`config.mk`:
```
export PLATFORM = sky130hd
export DESIGN_NAME = tp_synd_gen_t3_seq
export DESIGN_NICKNAME = d
export VERILOG_FILES = /design/src/rtl/tp_synd_gen_t3_seq.sv
export SDC_FILE = /design/constraint.sdc
export NUM_CORES = 1
export LEC_CHECK = 0
export CORE_MARGIN = 2
export CORE_UTILIZATION = 60
export CTS_CLUSTER_SIZE = 30
export DETAILED_ROUTE_END_ITERATION = 8
export GPL_TIMING_DRIVEN = 1
export PLACE_DENSITY = 0.81
export SKIP_CTS_REPAIR_TIMING = 1
export SYNTH_ARGS = -nofsm -noshare
export SYNTH_HDL_FRONTEND = slang
export SYNTH_SLANG_ARGS = --single-unit
```
`constraint.sdc`:
```
create_clock -name clk -period 5.9 [get_ports clk]
set_input_delay 1.18 -clock clk [delete_from_list [all_inputs] [get_ports clk]]
set_output_delay 1.18 -clock clk [all_outputs]
set_load 0.02 [all_outputs]
```
`src/rtl/tp_synd_gen_t3_seq.sv`:
```
// ---------------------------------------------------------------------------
// tp_synd_gen_t3_seq
// Chase test-pattern syndrome generator for the t=3 BCH soft decoder over
// GF(2^10) (primitive polynomial x^10 + x^3 + 1).
//
// From the hard-decision syndromes S1/S3/S5 and the locators of the
// least-reliable positions, one syndrome triple per test pattern is emitted
// in Gray-code order. Each step flips exactly one LRP, so the update is a
// single XOR with that LRP's precomputed power triple {p, p^3, p^5}.
//
// Ports
//   clk            clock
//   in_ctr_Srst    synchronous active-high reset (wins over enable)
//   in_ctr_en      global enable; low freezes every register
//   in_start       start pulse; samples syndromes and locators in IDLE
//   in_synd1/3/5   hard-decision syndromes
//   in_loc         LRP locators, LRP i at [i*GF_LEN +: GF_LEN]
//   out_synd1/3/5  syndrome triple of the current test pattern
//   out_valid      output triple valid
//   out_tp_idx     Gray-coded flip mask of the current pattern
//   out_sh_en      shift enable for the downstream buffer (= out_valid)
//   out_pass_last  high on the final pattern
//   out_busy       high while preparing powers or emitting patterns
// ---------------------------------------------------------------------------
module tp_synd_gen_t3_seq #(
    parameter int GF_LEN           = 10,
    parameter int NUM_LRP          = 3,
    parameter int TEST_PATTEN_NUMS = 8
) (
    input  logic                      clk,
    input  logic                      in_ctr_Srst,
    input  logic                      in_ctr_en,
    input  logic                      in_start,
    input  logic [GF_LEN-1:0]         in_synd1,
    input  logic [GF_LEN-1:0]         in_synd3,
    input  logic [GF_LEN-1:0]         in_synd5,
    input  logic [NUM_LRP*GF_LEN-1:0] in_loc,
    output logic [GF_LEN-1:0]         out_synd1,
    output logic [GF_LEN-1:0]         out_synd3,
    output logic [GF_LEN-1:0]         out_synd5,
    output logic                      out_valid,
    output logic [NUM_LRP-1:0]        out_tp_idx,
    output logic                      out_sh_en,
    output logic                      out_pass_last,
    output logic                      out_busy
);

    localparam int                  LRP_W    = (NUM_LRP > 1) ? $clog2(NUM_LRP) : 1;
    localparam logic [GF_LEN-1:0]   POLY_LOW = GF_LEN'(9);   // x^3 + 1
    localparam logic [NUM_LRP-1:0]  LAST_K   = NUM_LRP'(TEST_PATTEN_NUMS - 1);
    localparam logic [LRP_W-1:0]    LAST_LRP = LRP_W'(NUM_LRP - 1);

    if (TEST_PATTEN_NUMS != (1 << NUM_LRP)) begin : g_bad_cfg
        $error("TEST_PATTEN_NUMS must equal 2**NUM_LRP");
    end

    typedef enum logic [1:0] {
        IDLE = 2'd0,
        PREP = 2'd1,
        EMIT = 2'd2
    } state_t;

    typedef struct packed {
        logic [GF_LEN-1:0] p;
        logic [GF_LEN-1:0] p3;
        logic [GF_LEN-1:0] p5;
    } pw_t;

    // MSB-first shift-and-add multiply with reduction by x^10 = x^3 + 1.
    function automatic logic [GF_LEN-1:0] gf_mul(input logic [GF_LEN-1:0] a,
                                                  input logic [GF_LEN-1:0] b);
        logic [GF_LEN-1:0] r;
        r = '0;
        for (int i = GF_LEN - 1; i >= 0; i--) begin
            r = {r[GF_LEN-2:0], 1'b0} ^ (r[GF_LEN-1] ? POLY_LOW : '0);
            if (b[i]) r = r ^ a;
        end
        return r;
    endfunction

    // Index of the lowest set bit; selects which LRP a Gray step flips.
    function automatic logic [LRP_W-1:0] lsb_idx(input logic [NUM_LRP-1:0] v);
        logic [LRP_W-1:0] idx;
        idx = '0;
        for (int i = NUM_LRP - 1; i >= 0; i--) begin
            if (v[i]) idx = LRP_W'(i);
        end
        return idx;
    endfunction

    state_t             state_q;
    logic [LRP_W-1:0]   cnt_q;
    logic [NUM_LRP-1:0] k_q;
    logic [GF_LEN-1:0]  base1_q, base3_q, base5_q;
    logic [GF_LEN-1:0]  loc_q [NUM_LRP];
    pw_t                pw_q  [NUM_LRP];
    logic [GF_LEN-1:0]  synd1_q, synd3_q, synd5_q;
    logic [NUM_LRP-1:0] tp_idx_q;
    logic               valid_q, last_q, busy_q;

    // One set of multipliers shared across the PREP cycles.
    logic [GF_LEN-1:0]  p_d, p2_d, p3_d, p5_d;
    logic [NUM_LRP-1:0] k_d;
    logic [LRP_W-1:0]   b_d;
    pw_t                flip_d;

    assign p_d    = loc_q[cnt_q];
    assign p2_d   = gf_mul(p_d, p_d);
    assign p3_d   = gf_mul(p2_d, p_d);
    assign p5_d   = gf_mul(p3_d, p2_d);
    assign k_d    = k_q + NUM_LRP'(1);
    assign b_d    = lsb_idx(k_d);
    assign flip_d = pw_q[b_d];

    always_ff @(posedge clk) begin
        if (in_ctr_Srst) begin
            state_q  <= IDLE;
            cnt_q    <= '0;
            k_q      <= '0;
            base1_q  <= '0;
            base3_q  <= '0;
            base5_q  <= '0;
            for (int i = 0; i < NUM_LRP; i++) begin
                loc_q[i] <= '0;
                pw_q[i]  <= '0;
            end
            synd1_q  <= '0;
            synd3_q  <= '0;
            synd5_q  <= '0;
            tp_idx_q <= '0;
            valid_q  <= 1'b0;
            last_q   <= 1'b0;
            busy_q   <= 1'b0;
        end else if (in_ctr_en) begin
            case (state_q)
                IDLE: begin
                    if (in_start) begin
                        base1_q <= in_synd1;
                        base3_q <= in_synd3;
                        base5_q <= in_synd5;
                        for (int i = 0; i < NUM_LRP; i++) begin
                            loc_q[i] <= in_loc[i*GF_LEN +: GF_LEN];
                        end
                        cnt_q   <= '0;
                        busy_q  <= 1'b1;
                        state_q <= PREP;
                    end
                end
                PREP: begin
                    pw_q[cnt_q] <= '{p: p_d, p3: p3_d, p5: p5_d};
                    if (cnt_q == LAST_LRP) begin
                        // Pattern 0 is the unmodified hard-decision syndrome.
                        synd1_q  <= base1_q;
                        synd3_q  <= base3_q;
                        synd5_q  <= base5_q;
                        tp_idx_q <= '0;
                        valid_q  <= 1'b1;
                        k_q      <= '0;
                        state_q  <= EMIT;
                    end else begin
                        cnt_q <= cnt_q + LRP_W'(1);
                    end
                end
                EMIT: begin
                    if (k_q == LAST_K) begin
                        // Syndrome outputs keep the last pattern's value.
                        valid_q <= 1'b0;
                        last_q  <= 1'b0;
                        busy_q  <= 1'b0;
                        state_q <= IDLE;
                    end else begin
                        k_q      <= k_d;
                        synd1_q  <= synd1_q ^ flip_d.p;
                        synd3_q  <= synd3_q ^ flip_d.p3;
                        synd5_q  <= synd5_q ^ flip_d.p5;
                        tp_idx_q <= tp_idx_q ^ (NUM_LRP'(1) << b_d);
                        last_q   <= (k_d == LAST_K);
                    end
                end
                default: state_q <= IDLE;
            endcase
        end
    end

    assign out_synd1     = synd1_q;
    assign out_synd3     = synd3_q;
    assign out_synd5     = synd5_q;
    assign out_valid     = valid_q;
    assign out_tp_idx    = tp_idx_q;
    assign out_sh_en     = valid_q;
    assign out_pass_last = last_q;
    assign out_busy      = busy_q;

endmodule

```
==> impl_results.md, run 1 <==
* Largest net degree at the start of global routing at 94
* Count of pins over their slew limit at 0
* Setup crit end: pw_q[0][4]$_SDFFCE_PN0P_
* # diodes at 0
* Synthesized net count at 1512
* Worst Max-Slew Pin Slew at 0.9965 ns
* Pwr Total at ~7.3 mW
* Yosys reg bits at 225
* Insertion delay to the later sink of the worst-skew pair at approximately 0.51 ns
* YS warnings at 0
* Slowest CP cell: xnor3_1
* Top FF cell, synth: edfxtp_1
* GRT Total Usage at 0.3078
* Layout cells sized above 1 at 0.1046
* CTS buffer count at 22
* Total Routed Length at 37030 µm
* Dpl cells at between 1500 and 2000
* Leak at 5.585 nW
* Finished Layout Cells at 1795
* Arr. time, crit path at 5.77 ns
* Final net count at 1567
* Core outline area at around 0.022 mm²
* Delay-heaviest family, CP: XOR/XNOR gates
* Combinational share of power at 0.545
* Simple-Gate Fraction of Synth Area at 0.1627
* Area after DPL at 0.01478 mm²
* Critical Path Source Type: flip-flop
* P_sw at 2.966 mW
* Port bufs at 100
* I/O pin cnt at 101
* Clock Path Buffers at 3
* Clock power frac at 0.188
* Number of global-route vias before repair at approximately 11000
* Max_slew headroom at 0.3324
* ANT nets after route at 0
* Critical register-to-register path endpoint: pw_q[0][4]$_SDFFCE_PN0P_
* Xor/xnor share of the synthesized area at 0.1213
* Pre-Repair DR Iteration Count at 7
* WS Path Type: flip-flop to flip-flop
* DRC viols at 0
* Crit-path cells: buf_4 -> mux2_2 -> o21ai_4 -> inv_1 -> nand4_1 -> o211a_1 -> buf_4 -> nor2_1 -> xor2_1 -> xnor3_1 -> xnor2_4 -> a211oi_1 -> a311o_1 -> xnor3_1 -> xnor2_1 -> xnor2_1 -> nor2_1
* Crit Path Max Fanout at 18
* H-tree depth at 1
* Peak supply drop at 0.4304 mV
* Sequential share of power at 0.267
* First-pass GRT wire length at 58220 µm
* PwrDens at 470.2 mW/mm²
* Unrepaired setup endpoints after global routing: no
* F_max at 180.8 MHz
* Final setup fails at 0
* Final GP Congestion at between 0.9 and 1
* Syn-to-layout area delta at 14.06%
* Design Area, Final at 0.01547 mm²
* Starting Density at 0.6045
* Final period util at 0.9373
* Adder-cell share of the synthesized area at 0.008303
* Reg clk slew, reported paths at 0.07 ns
* Total grt overflow at 0
* Fin crit period at between 5 and 6 ns
* Synth Area in Compound Gates at 0.1481
* CP Capture Type: flip-flop
* Largest family of logic cells by synthesized area: simple AND/OR/NAND/NOR gates
* Sequential area share after synthesis at 0.4428
* Detailed placer's ending HPWL at 23890 µm
* Die Wd at between 150 and 200 µm
* Status: finished, final reports clean
* Vias at 11210
* Post-route worst setup slack at 0.3699 ns
* Post-layout util at 0.6895
* Internal cell power at 4.306 mW
* Hold Violations, Final at 0
* Pre-CTS setup slack at between 0.5 and 0.6 ns
* CP bufs+invs at 3
* # Max-Cap Violations at 0
* Sw frac at 0.4079
* Reg2reg path depth at 17
* Flop2flop setup slack at 0.37 ns
* Setup TNS at 0 ns
* Req. time, crit path at 6.14 ns
* EDFF count, synth at 150
* Clk sinks at 225
* Via density at 6.243
* CTS tree: yes
* Hold Crit Class: flip-flop to flip-flop
* DIE HEIGHT at 154.3 µm
* Final Skew at approximately 0.011 ns
* Antenna violations before repair at 0
* Critical path depth at 17
* Synth unique cells at 74
* Syn_area_per_cell at 9.424 µm²
* Crit-path max cell delay at 0.56 ns
* Mux contribution to synthesized area at 0.06578
* Rows at 55
* Synthesized area at 0.01356 mm²
* DR iter-0 viols at 1355
* Root Driver: clkbuf_16
* Ys async rst share at 0
* Full die area at 0.02382 mm²
* Drt wl/cell at 20.63 µm
* Mapped Cells at between 1000 and 1500
* Hold Slack at 0.4588 ns
## layout by cell type (no fill, tap or decap), types with 33 or more instances in the layout
cell,n
edfxtp_1,150
and2_1,33
a21oi_1,110
nand2_1,123
xnor2_1,111
clkdlybuf4s50_1,99
dfxtp_1,75
buf_4,50
o21ai_0,66
a22oi_1,37
nor2_1,304
## synthesized netlist by cell type, drive strengths merged, types with 2 or more instances
cell     number  area [µm²]
or2           4       25.03
nor3         14       70.07
nand4         5       31.28
o21ai        73       387.9
xor2         17       171.4
a221oi        6       58.80
nand3        16       80.08
mux2i        14       152.6
inv          39       146.4
nor3b         3       22.52
a22oi        37       277.8
o32ai         3       26.28
a311o         4       40.04
and2         34       215.2
nand3b        2       15.01
a22o          3       26.28
o22ai        23       143.9
a31oi         3       18.77
a21oi       110       550.5
buf          56       300.3
a32oi         4       35.03
o211a         4       40.04
clkbuf       63       236.5
a21o          2       15.01
dfxtp        75        1501
ha            9       112.6
edfxtp      150        4504
a2111oi       2       17.52
or4           2       15.01
mux4         30       675.7
a311oi        3       32.53
o21a          8       60.06
o211ai       13       102.6
or3           2       12.51
nor2b         5       31.28
xnor3        12       272.8
mux2          5       63.81
nand2b        8       50.05
a32o          2       20.02
nor2        305        1147
xnor2       123        1201
nand2       123       461.7
a211oi       13       102.6
## sequential cells by signal, indices dropped and copies added (netlist names), 3 cells and up, named ones only
name / cells
out_tp_idx: 3
pw_q: 120
base5_q: 10
out_synd3: 10
out_synd5: 10
out_synd1: 10
base1_q: 10
k_q: 3
loc_q: 30
base3_q: 10
## logic make-up (layout without fill, tap and decap cells)
group	after synthesis	after routing
buffers and inverters	159	230
flip-flops	225	225
adder cells (fa/ha/maj)	9	9
multiplexers	49	49
AO/OA/AOI/OAI	319	319
AND/OR/NAND/NOR	526	526
XOR/XNOR	152	152
## worst reg2reg max path, delay by kind of cell (launching register included)
kind | cells | cell delay (ns)
AO/OA/AOI/OAI | 4 | 1.01
XOR/XNOR | 6 | 2.19
buffers and inverters | 3 | 0.86
flip-flops | 1 | 0.40
multiplexers | 1 | 0.41
AND/OR/NAND/NOR | 3 | 0.40
## cell type report
cell class                      instances  area [µm²]
Timing Repair Buffer                  150        1371
Clock buffer                           33       633.1
Multi-Input combinational cell       1055        6888
Fill cell                            1623        6965
Tap cell                              285       356.6
Inverter                               40       155.1
Sequential cell                       225        6006
Clock inverter                          7       58.81
## metal layers
layer | global-route usage | share of wire | vias up
li1 | - | - | 5113
met1 | 0.4294 | 0.40 | 5379
met5 | 0 | 0 | -
met2 | 0.4984 | 0.47 | 631
met3 | 0.04595 | 0.094 | 83
met4 | 0.1045 | 0.028 | 0
## power groups by stage
| stage | sequential, mW | combinational (mW) | clock (mW) |
|---|---|---|---|
| 6_report | 1.94 | 3.96 | 1.37 |
| 5_1_grt | 1.95 | 4.27 | 1.43 |
| 4_1_cts | 1.94 | 3.91 | 1.37 |
| 3_5_place_dp | 1.98 | 3.86 | 0 |
| 3_3_place_gp | 1.97 | 3.76 | 0 |
| 2_1_floorplan | 1.96 | 3.07 | 0 |
## how the worst min path moves through the flow
| stage | cells after the start | startpoint | end |
|---|---|---|---|
| CTS | 2 | base3_q[4]$_SDFFE_PP0P_ | base3_q[4]$_SDFFE_PP0P_ |
| global placement | 2 | k_q[2]$_SDFFE_PP0P_ | k_q[2]$_SDFFE_PP0P_ |
| floorplan | 2 | k_q[2]$_SDFFE_PP0P_ | k_q[2]$_SDFFE_PP0P_ |
| finish | 2 | base1_q[2]$_SDFFE_PP0P_ | base1_q[2]$_SDFFE_PP0P_ |
| global route | 2 | base3_q[4]$_SDFFE_PP0P_ | base3_q[4]$_SDFFE_PP0P_ |
| detailed placement | 2 | base1_q[6]$_SDFFE_PP0P_ | base1_q[6]$_SDFFE_PP0P_ |
Note: power is estimated with default switching activity, not from simulation.
==> run 2: changes to the inputs <==
- CAP_MARGIN: unset -> 20
==> results of run 2 <==
The final DEF is identical to that of run 1; final timing and power are the same.
